[src/rtl/control_unit_mc.sv]
// Multicycle control FSM for the 64-bit RISC-V datapath: sequences fetch, decode,
// execute, memory and write-back, counts retired instructions and traps unsupported encodings.
module control_unit_mc #(
   parameter int unsigned MEM_WAIT = 1,
   parameter int unsigned CNT_W    = 32
) (
   input  logic             clk,
   input  logic             rst_n,
   input  logic             run,
   input  logic [6:0]       opcode,
   input  logic [2:0]       funct3,
   input  logic [3:0]       alu_flags,
   output logic             ir_we,
   output logic             pc_we,
   output logic             pc_src,
   output logic [3:0]       alu_cmd,
   output logic             alu_src,
   output logic             rf_src,
   output logic             rf_we,
   output logic             d_mem_we,
   output logic             illegal,
   output logic [2:0]       state,
   output logic [CNT_W-1:0] instret
);

   typedef enum logic [2:0] {
      S_FETCH  = 3'd0,
      S_DECODE = 3'd1,
      S_EXEC   = 3'd2,
      S_MEM    = 3'd3,
      S_WB     = 3'd4,
      S_TRAP   = 3'd7
   } state_e;

   typedef enum logic [3:0] {
      C_NONE = 4'd0,
      C_R    = 4'd1,
      C_I    = 4'd2,
      C_LD   = 4'd3,
      C_ST   = 4'd4,
      C_BEQ  = 4'd5,
      C_BNE  = 4'd6,
      C_LUI  = 4'd7,
      C_JAL  = 4'd8
   } class_e;

   localparam logic [3:0] WAIT_LAST = 4'(MEM_WAIT - 1);

   state_e           state_q, state_d;
   class_e           class_q, class_d;
   logic [3:0]       wait_q, wait_d;
   logic [CNT_W-1:0] instret_q, instret_d;
   logic             illegal_q, illegal_d;
   logic             mem_last_s;
   logic             unused_flags_s;

   function automatic class_e decode_class(input logic [6:0] op, input logic [2:0] f3);
      class_e c;
      case (op)
         7'b0110011: c = C_R;
         7'b0010011: c = C_I;
         7'b0000011: c = C_LD;
         7'b0100011: c = C_ST;
         7'b1100011: begin
            if (f3 == 3'b000) begin
               c = C_BEQ;
            end else if (f3 == 3'b001) begin
               c = C_BNE;
            end else begin
               c = C_NONE;
            end
         end
         7'b0110111: c = C_LUI;
         7'b1101111: c = C_JAL;
         default:    c = C_NONE;
      endcase
      return c;
   endfunction

   // {alu_cmd, alu_src} for a latched class
   function automatic logic [4:0] alu_ctrl(input class_e c);
      logic [4:0] v;
      case (c)
         C_R:          v = {4'b0000, 1'b0};
         C_I, C_LD:    v = {4'b0001, 1'b1};
         C_ST:         v = {4'b0010, 1'b1};
         C_BEQ, C_BNE: v = {4'b0011, 1'b0};
         C_LUI:        v = {4'b0100, 1'b1};
         C_JAL:        v = {4'b0101, 1'b1};
         default:      v = 5'b00000;
      endcase
      return v;
   endfunction

   assign mem_last_s     = (wait_q == WAIT_LAST);
   assign unused_flags_s = ^alu_flags[2:0];
   assign state          = state_q;
   assign instret        = instret_q;
   assign illegal        = illegal_q;

   // State, class, wait counter, retire counter and sticky trap flag
   always_ff @(posedge clk or negedge rst_n) begin
      if (!rst_n) begin
         state_q   <= S_FETCH;
         class_q   <= C_NONE;
         wait_q    <= 4'd0;
         instret_q <= '0;
         illegal_q <= 1'b0;
      end else begin
         state_q   <= state_d;
         class_q   <= class_d;
         wait_q    <= wait_d;
         instret_q <= instret_d;
         illegal_q <= illegal_d;
      end
   end

   // Next-state logic
   always_comb begin
      state_d   = state_q;
      class_d   = class_q;
      wait_d    = wait_q;
      illegal_d = illegal_q;
      case (state_q)
         S_FETCH: begin
            if (run) begin
               state_d = S_DECODE;
            end else begin
               state_d = S_FETCH;
            end
         end
         S_DECODE: begin
            class_d = decode_class(opcode, funct3);
            if (class_d == C_NONE) begin
               state_d   = S_TRAP;
               illegal_d = 1'b1;
            end else begin
               state_d = S_EXEC;
            end
         end
         S_EXEC: begin
            case (class_q)
               C_R, C_I, C_LUI:      state_d = S_WB;
               C_LD, C_ST: begin
                  state_d = S_MEM;
                  wait_d  = 4'd0;
               end
               C_BEQ, C_BNE, C_JAL: state_d = S_FETCH;
               default: begin
                  state_d   = S_TRAP;
                  illegal_d = 1'b1;
               end
            endcase
         end
         S_MEM: begin
            if (!mem_last_s) begin
               wait_d = wait_q + 4'd1;
            end else if (class_q == C_LD) begin
               state_d = S_WB;
            end else if (class_q == C_ST) begin
               state_d = S_FETCH;
            end else begin
               state_d   = S_TRAP;
               illegal_d = 1'b1;
            end
         end
         S_WB:    state_d = S_FETCH;
         S_TRAP:  state_d = S_TRAP;
         default: begin
            state_d   = S_TRAP;
            illegal_d = 1'b1;
         end
      endcase
   end

   // Datapath strobes from state and latched class; fetch strobe is gated by reset
   always_comb begin
      ir_we    = 1'b0;
      pc_we    = 1'b0;
      pc_src   = 1'b0;
      alu_cmd  = 4'b0000;
      alu_src  = 1'b0;
      rf_src   = 1'b0;
      rf_we    = 1'b0;
      d_mem_we = 1'b0;
      case (state_q)
         S_FETCH: ir_we = run & rst_n;
         S_EXEC: begin
            {alu_cmd, alu_src} = alu_ctrl(class_q);
            if (class_q == C_BEQ) begin
               pc_we  = 1'b1;
               pc_src = alu_flags[3];
            end else if (class_q == C_BNE) begin
               pc_we  = 1'b1;
               pc_src = ~alu_flags[3];
            end else if (class_q == C_JAL) begin
               pc_we  = 1'b1;
               pc_src = 1'b1;
            end else begin
               pc_we  = 1'b0;
            end
         end
         S_MEM: begin
            {alu_cmd, alu_src} = alu_ctrl(class_q);
            if ((class_q == C_ST) && mem_last_s) begin
               d_mem_we = 1'b1;
               pc_we    = 1'b1;
            end else begin
               d_mem_we = 1'b0;
            end
         end
         S_WB: begin
            {alu_cmd, alu_src} = alu_ctrl(class_q);
            rf_we  = 1'b1;
            pc_we  = 1'b1;
            rf_src = (class_q == C_LD);
         end
         default: ir_we = 1'b0;
      endcase
   end

   // An instruction retires on its final PC update
   always_comb begin
      if (pc_we) begin
         instret_d = instret_q + CNT_W'(1);
      end else begin
         instret_d = instret_q;
      end
   end

endmodule

[config.mk]
export PLATFORM = sky130hd
export DESIGN_NAME = control_unit_mc
export DESIGN_NICKNAME = d
export VERILOG_FILES = /design/src/rtl/control_unit_mc.sv
export SDC_FILE = /design/constraint.sdc
export NUM_CORES = 1
export LEC_CHECK = 0
export CAP_MARGIN = 10
export CORE_MARGIN = 10
export CORE_UTILIZATION = 45
export CTS_CLUSTER_DIAMETER = 200
export CTS_CLUSTER_SIZE = 12
export DETAILED_ROUTE_END_ITERATION = 12
export PLACE_DENSITY = 0.84
export SLEW_MARGIN = 10
export SYNTH_ARGS = -nofsm -noshare
export SYNTH_HDL_FRONTEND = slang
export SYNTH_SLANG_ARGS = --single-unit
[constraint.sdc]
create_clock -name clk -period 2.8 [get_ports clk]
set_input_delay 0.56 -clock clk [delete_from_list [all_inputs] [get_ports clk]]
set_output_delay 0.56 -clock clk [all_outputs]
set_load 0.01 [all_outputs]
==> results.cfg, run 1 <==
[yosys]
syn_nets = 312
synth-simple-area-share = 0.288
synth_adder_area_share = 0.0328
ys.flop_type = dfrtp_1
synth-edff-count = 0
synth_seq_cells = 44
synth-compound-area-share = 0.103
synth_mux_area_frac = 0.0197
syn_area_um2 = 2670
yosys.area_share.xor_xnor = 0.108
yosysSeqAreaShare = 0.413
synth_cell_type_count = 52
syn_inst = 288
ys_async_sr_fraction = 1.00
avgSynthCellArea_um2 = 9.26
yosys_warnings = 0
synth_top_family_by_area = simple AND/OR/NAND/NOR gates

[sta]
rsz0062_at_grt = no
finalCriticalPeriod_ps = 2660
slew-limit-headroom = 0.576
worst_pin_slew_ps = 634
tns_ps = 0
fin_crit_sh = 0.950
finalSetupViolations = 0
max_freq_mhz = 376
finClkSkew_ps = 13.1
hold_violations = 0
drv_slew = 0

[floorplan]
rows = 27
coreArea_um2 = 5640
initial_utilization = 0.473
fp.dieW_um = 97.0
die_y_um = 97.0
io_pins = 64
dieArea_um2 = 9400

[final_layout]
multi_input_area_um2 = 1500
instances_no_fill = 426
fill_cells = 486
finalNetCount = 377
area_delta_synth_final_pct = 31.7
antennaDiodeCount = 0
drive_gt1_frac = 0.102
ff_latch_area_um2 = 1100

[drt]
dr.pass1.iters = 5
ant_nets = 0
drtIter0Drc = 140
drc = 0
avgViaCountPerCell = 5.54
finalWirelength_mm = 6.63
vias = 2362
routedWlPerCell_um = 15.6

[clock_tree]
cts.sinks = 44
path_clk_slew_ps = 90
cts_tree = done
insertion_delay_ps = 290
clock_path_buffers = 2
holdBufCountCts = 0
h-tree-depth = 2
cts_buffers = 5
cts-root-buf = clkbuf_8

[power]
switchingPower_uw = 256
leakage_uw = 0.00155
power_frac_clock = 0.427
ir_drop_uv = 294
intPower_uw = 951
p_sw_frac = 0.212
combPwrFrac = 0.046
p_seq_frac = 0.527
power_density_nw_per_um2 = 344

[run]
drv_cap = 0

[global_route]
grt_pass1_vias = 2193
grt_util_all_layers = 0.132
grt_max_degree = 45
antenna_found_initial = 0
grt_pass1_wl_mm = 10.9
gr-total-overflow = 0

[setup_path]
path_max_fanout = 4
crit_path_start_kind = flop
path_class = reg -> out
cp.arrival_ps = 2100
worstSetupEndpointType = primary output
cp.required_ps = 2240

[placed_design]
dp_hpwl_mm = 5.04
portBuffers = 59
place_inst = 415
gp_congestion = 0.827

[outcome]
outcome = complete, no violations

[min_path]
hp-class = in -> async
-- cells in the final DEF (no fill, tap or decap), types with 2 or more instances in the layout --
cell type	count
ha_2	2
nor3_1	24
nor2_1	21
nand3_1	13
xnor2_1	3
nor4_1	5
xor2_1	30
mux2i_1	3
a31oi_1	2
or2_2	2
buf_4	10
and3_1	4
nand4_1	9
o21a_1	3
inv_1	8
dfrtp_1	44
o21ai_0	12
and2_1	3
a21oi_1	10
a22oi_1	2
nor3b_1	5
mux2_2	2
ha_1	4
nand2b_1	4
clkdlybuf4s50_1	57
nor4_2	4
nand2_1	30
clkbuf_8	6
nand3b_1	3
-- metal layers --
metal,GRT usage,vias up,part of all wire
li1,-,1149,-
met1,0.156,1137,0.43
met2,0.230,70,0.51
met3,0.0319,6,0.046
met4,0.0417,0,0.012
met5,0,-,0
-- cell families after synthesis --
logic type | after synthesis
compound gates | 42
xor+xnor | 33
fa+ha+maj | 7
buf+inv | 20
flops | 44
mux | 5
other cells | 1
simple gates | 136
-- final timing paths --
check,from,endpoint,slack (ps),depth (start not counted)
setup / recovery,wait_q[0]$_DFFE_PN0P_,d_mem_we,140,5
hold / removal,rst_n,instret[31]$_DFFE_PN0P_,390,2
setup reg to reg,wait_q[0]$_DFFE_PN0P_,instret[13]$_DFFE_PN0P_,620,8
hold reg to reg,illegal$_DFFE_PN0P_,illegal$_DFFE_PN0P_,480,1
max in group asynchronous,rst_n,instret[2]$_DFFE_PN0P_,2020,2
min in group clk,illegal$_DFFE_PN0P_,illegal$_DFFE_PN0P_,480,1
-- metrics by stage --
stage / power (uW) / utilization / setup slack, ps / instance area [um2] / hold WS (ps)
2_1_floorplan: 668 / - / 565 / 2670 / 264
3_3_place_gp: 703 / 0.593 / 215 / 3340 / 443
3_5_place_dp: 705 / 0.593 / 207 / 3340 / 448
4_1_cts: 1220 / 0.617 / 21.0 / 3480 / 422
5_1_grt: 1250 / 0.623 / 51.9 / 3510 / 440
6_report: 1210 / 0.623 / 140 / 3510 / 387
-- repair_timing --
item,in CTS,in global routing
endpoints found under the setup margin,1,3
setup buffers,0,3
gates resized for setup,2,5
pin swaps,1,2
-- final cells by class --
cell class                 instances  share of cell area
inverter                           9             0.00962
clock buffer                       6              0.0235
sequential                        44               0.314
clock inverter                     2              0.0110
tap                               72              0.0257
timing repair buffer              69               0.189
multi-input combinational        224               0.428
-- cell usage after synthesis, drive strengths merged (2+ instances only) --
| master | n | share of area |
|---|---|---|
| or2 | 2 | 0.0047 |
| ha | 7 | 0.033 |
| xnor2 | 3 | 0.0099 |
| mux2i | 3 | 0.011 |
| and2 | 3 | 0.0070 |
| nand3b | 3 | 0.0084 |
| a21oi | 10 | 0.019 |
| nand3 | 13 | 0.024 |
| nand4 | 9 | 0.021 |
| mux2 | 2 | 0.0084 |
| nor3b | 5 | 0.014 |
| dfrtp | 44 | 0.41 |
| buf | 6 | 0.015 |
| nor4 | 10 | 0.038 |
| xor2 | 30 | 0.099 |
| clkbuf | 5 | 0.0070 |
| o21a | 3 | 0.0084 |
| a31oi | 2 | 0.0047 |
| nor2 | 21 | 0.030 |
| inv | 9 | 0.013 |
| nand2 | 30 | 0.042 |
| nand2b | 5 | 0.015 |
| a22oi | 2 | 0.0056 |
| o21ai | 13 | 0.024 |
| and3 | 4 | 0.0094 |
| nor3 | 24 | 0.045 |
-- flip-flops by register name, summed over array words and instances, names as in the netlist --
signal / flops
state: 3
illegal: 1
wait_q: 4
instret: 32
class_q: 4
-- power groups by stage --
stage	registers, uW	logic (uW)	clock network [uW]
4_1_cts	636	56.1	523
5_1_grt	636	61.7	550
3_3_place_gp	649	54.7	0
6_report	636	55.5	515
2_1_floorplan	648	19.3	0
3_5_place_dp	649	55.9	0
-- critical path, stage by stage, from the launching register on --
cell	delay [ps]
dfrtp_1	420
inv_1	70
ha_2	200
nand4bb_4	140
nor4_4	370
clkdlybuf4s50_1	620
Note: power is estimated with default switching activity, not from simulation.
==> inputs of run 2 (changes only) <==
--- a/config.mk
+++ b/config.mk
@@ -5,13 +5,16 @@
 export SDC_FILE = /design/constraint.sdc
 export NUM_CORES = 1
 export LEC_CHECK = 0
+export ABC_AREA = 1
 export CAP_MARGIN = 10
 export CORE_MARGIN = 10
 export CORE_UTILIZATION = 45
+export CTS_BUF_LIST = sky130_fd_sc_hd__clkbuf_16
 export CTS_CLUSTER_DIAMETER = 200
 export CTS_CLUSTER_SIZE = 12
 export DETAILED_ROUTE_END_ITERATION = 12
-export PLACE_DENSITY = 0.84
+export PLACE_DENSITY = 0.82
+export RECOVER_POWER = 50
 export SLEW_MARGIN = 10
 export SYNTH_ARGS = -nofsm -noshare
 export SYNTH_HDL_FRONTEND = slang
==> run 2 against run 1 <==
- final area up 7.1%
- die area up 7.8%
- synthesized cell count up 51%
- critical path depth up 1
- total power up 64%
- combinational power rose to 9.9 times the previous value
- critical path type unchanged
==> results.cfg, run 2 <==
[setup_path]
cp_slowest_cell = clkdlybuf4s50_1
path_cells = nor2_1 -> nand2_1 -> nand2_1 -> inv_1 -> a21oi_1 -> clkdlybuf4s50_1
crit_path_start_kind = flop
r2r_end = instret[23]$_DFFE_PN0P_
crit-reg2reg-launch = class_q[1]$_DFFE_PN0P_
cp.required_ps = 2240
r2r_cells = 10
rrSetupSlack_ps = 710
worstSetupEndpointType = primary output
cp.arrival_ps = 2070
crit_path_max_incr_delay_ps = 590
path_class = reg -> out
crit_path_frequent_cell = nand2_1
path_max_fanout = 5

[global_route]
grt_max_degree = 45
gr-total-overflow = 0
grt_util_all_layers = 0.154
grt_pass1_wl_mm = 13.1
antenna_found_initial = 0
grt_pass1_vias = 2876

[yosys]
ys.flop_type = dfrtp_1
syn_area_um2 = 2930
yosysSeqAreaShare = 0.376
synth_top_family_by_area = simple AND/OR/NAND/NOR gates
synth.largest_area_cell = dfrtp_1
synth-compound-area-share = 0.0560
synth-edff-count = 0
synth-simple-area-share = 0.381
avgSynthCellArea_um2 = 6.75
synth_cell_type_count = 31
synth_seq_cells = 44
synth.most_common_cell = nand2_1
yosys_warnings = 0
syn_inst = 434
yosys.area_share.xor_xnor = 0.0718
syn_nets = 458
ys_async_sr_fraction = 1.00
synth_mux_area_frac = 0
synth_adder_area_share = 0.0299
synth_top_area_frac = 0.376
synth_commonest_cells = nand2_1, nor2_1, inv_1
synth.area.top_cells = dfrtp_1, nand2_1, nor2_1

[placed_design]
dp_hpwl_mm = 6.13
portBuffers = 59
place_inst = 567
gp_congestion = 0.931

[drt]
drc = 0
ant_nets = 0
routedWlPerCell_um = 13.4
finalWirelength_mm = 7.72
drtIter0Drc = 199
avgViaCountPerCell = 5.03
vias = 2895
dr.pass1.iters = 5

[power]
leakage_uw = 0.00169
ir_drop_uv = 424
power_density_nw_per_um2 = 527

[clock_tree]
clock_path_buffers = 2
h-tree-depth = 2
cts_tree = done
path_clk_slew_ps = 60
cts-root-buf = clkbuf_16
insertion_delay_ps = 290
cts_buffers = 5
cts.sinks = 44
holdBufCountCts = 0

[min_path]
hold_depth = 1
hold_path.startpoint = wait_q[3]$_DFFE_PN0P_
hp-class = reg -> reg
hold_end = wait_q[3]$_DFFE_PN0P_

[run]
drv_cap = 0

[sta]
fin_crit_sh = 0.941
finalCriticalPeriod_ps = 2630
finClkSkew_ps = 5.89
slew-limit-headroom = 0.262
fin_hold_ws_ps = 479
tns_ps = 0
worst_pin_slew_ps = 1110
max_freq_mhz = 380
hold_violations = 0
finalSetupViolations = 0
rsz0062_at_grt = no
drv_slew = 0

[final_layout]
layout_common_cells = nand2_1, nor2_1, inv_1, dfrtp_1, clkdlybuf4s50_1
largest_reg_flops = 32
drive_gt1_frac = 0.0482
instances_no_fill = 575
antennaDiodeCount = 0
area_delta_synth_final_pct = 28.4
mostFrequentLayoutCell = nand2_1
finalNetCount = 521

[floorplan]
fp.dieW_um = 101
coreArea_um2 = 6350
dieArea_um2 = 10100
die_y_um = 101
rows = 29
initial_utilization = 0.461
io_pins = 64

[outcome]
outcome = complete, no violations
[run 2: power breakdown]
part	switching [uW]	leakage (uW)	internal [uW]
registers	83.7	0.000589	697
logic	316	0.00102	232
clock network	237	0.0000789	415
[run 2: area by class of cell]
cell class	instances	area, um2
fillers	596	2590
repair buffers	62	607
clock buffers	5	125
inverters	55	206
well taps	77	96.3
flip-flops and latches	44	1100
multi-input cells	329	1590
clock inverters	3	37.5
[run 2: cell families after synthesis]
family	Yosys count
adder cells (fa/ha/maj)	7
AND/OR/NAND/NOR	266
flip-flops	44
XOR/XNOR	24
other	1
buffers and inverters	61
AO/OA/AOI/OAI	31
[run 2: stage by stage]
step / worst slack, ps / power (uW) / utilization / instance area (um2)
after floorplan: 963 / 1120 / - / 2930
after global placement: 332 / 1320 / 0.566 / 3590
after detailed placement: 332 / 1340 / 0.566 / 3590
after CTS: 85.6 / 1990 / 0.592 / 3760
after global routing: 31.4 / 2100 / 0.592 / 3760
final: 166 / 1980 / 0.592 / 3760
[run 2: critical path: cells and delay by family (launching register included)]
| kind | cells | cell delay [ps] |
|---|---|---|
| flops | 1 | 430 |
| compound gates | 1 | 160 |
| simple gates | 3 | 560 |
| buf+inv | 2 | 640 |
[run 2: timing repair]
item | CTS | global route
setup buffers | 0 | 0
gates resized for setup | 0 | 3
setup endpoints to repair | 0 | 2
[run 2: worst max-delay path by stage]
stage / from / endpoint / slack (ps)
final: state[0]$_DFFE_PN0N_ / alu_cmd[2] / 170
after global routing: class_q[1]$_DFFE_PN0P_ / pc_we / 30
after CTS: class_q[1]$_DFFE_PN0P_ / pc_src / 90
after detailed placement: alu_flags[3] / pc_src / 330
after global placement: alu_flags[3] / pc_src / 330
after floorplan: class_q[1]$_DFFE_PN0P_ / pc_src / 960
[run 2: layer usage]
| metal | GRT usage | vias up | part of all wire |
|---|---|---|---|
| li1 | - | 1469 | - |
| met1 | 0.183 | 1334 | 0.43 |
| met2 | 0.267 | 77 | 0.49 |
| met3 | 0.0364 | 15 | 0.059 |
| met4 | 0.0457 | 0 | 0.018 |
| met5 | 0 | - | 0 |
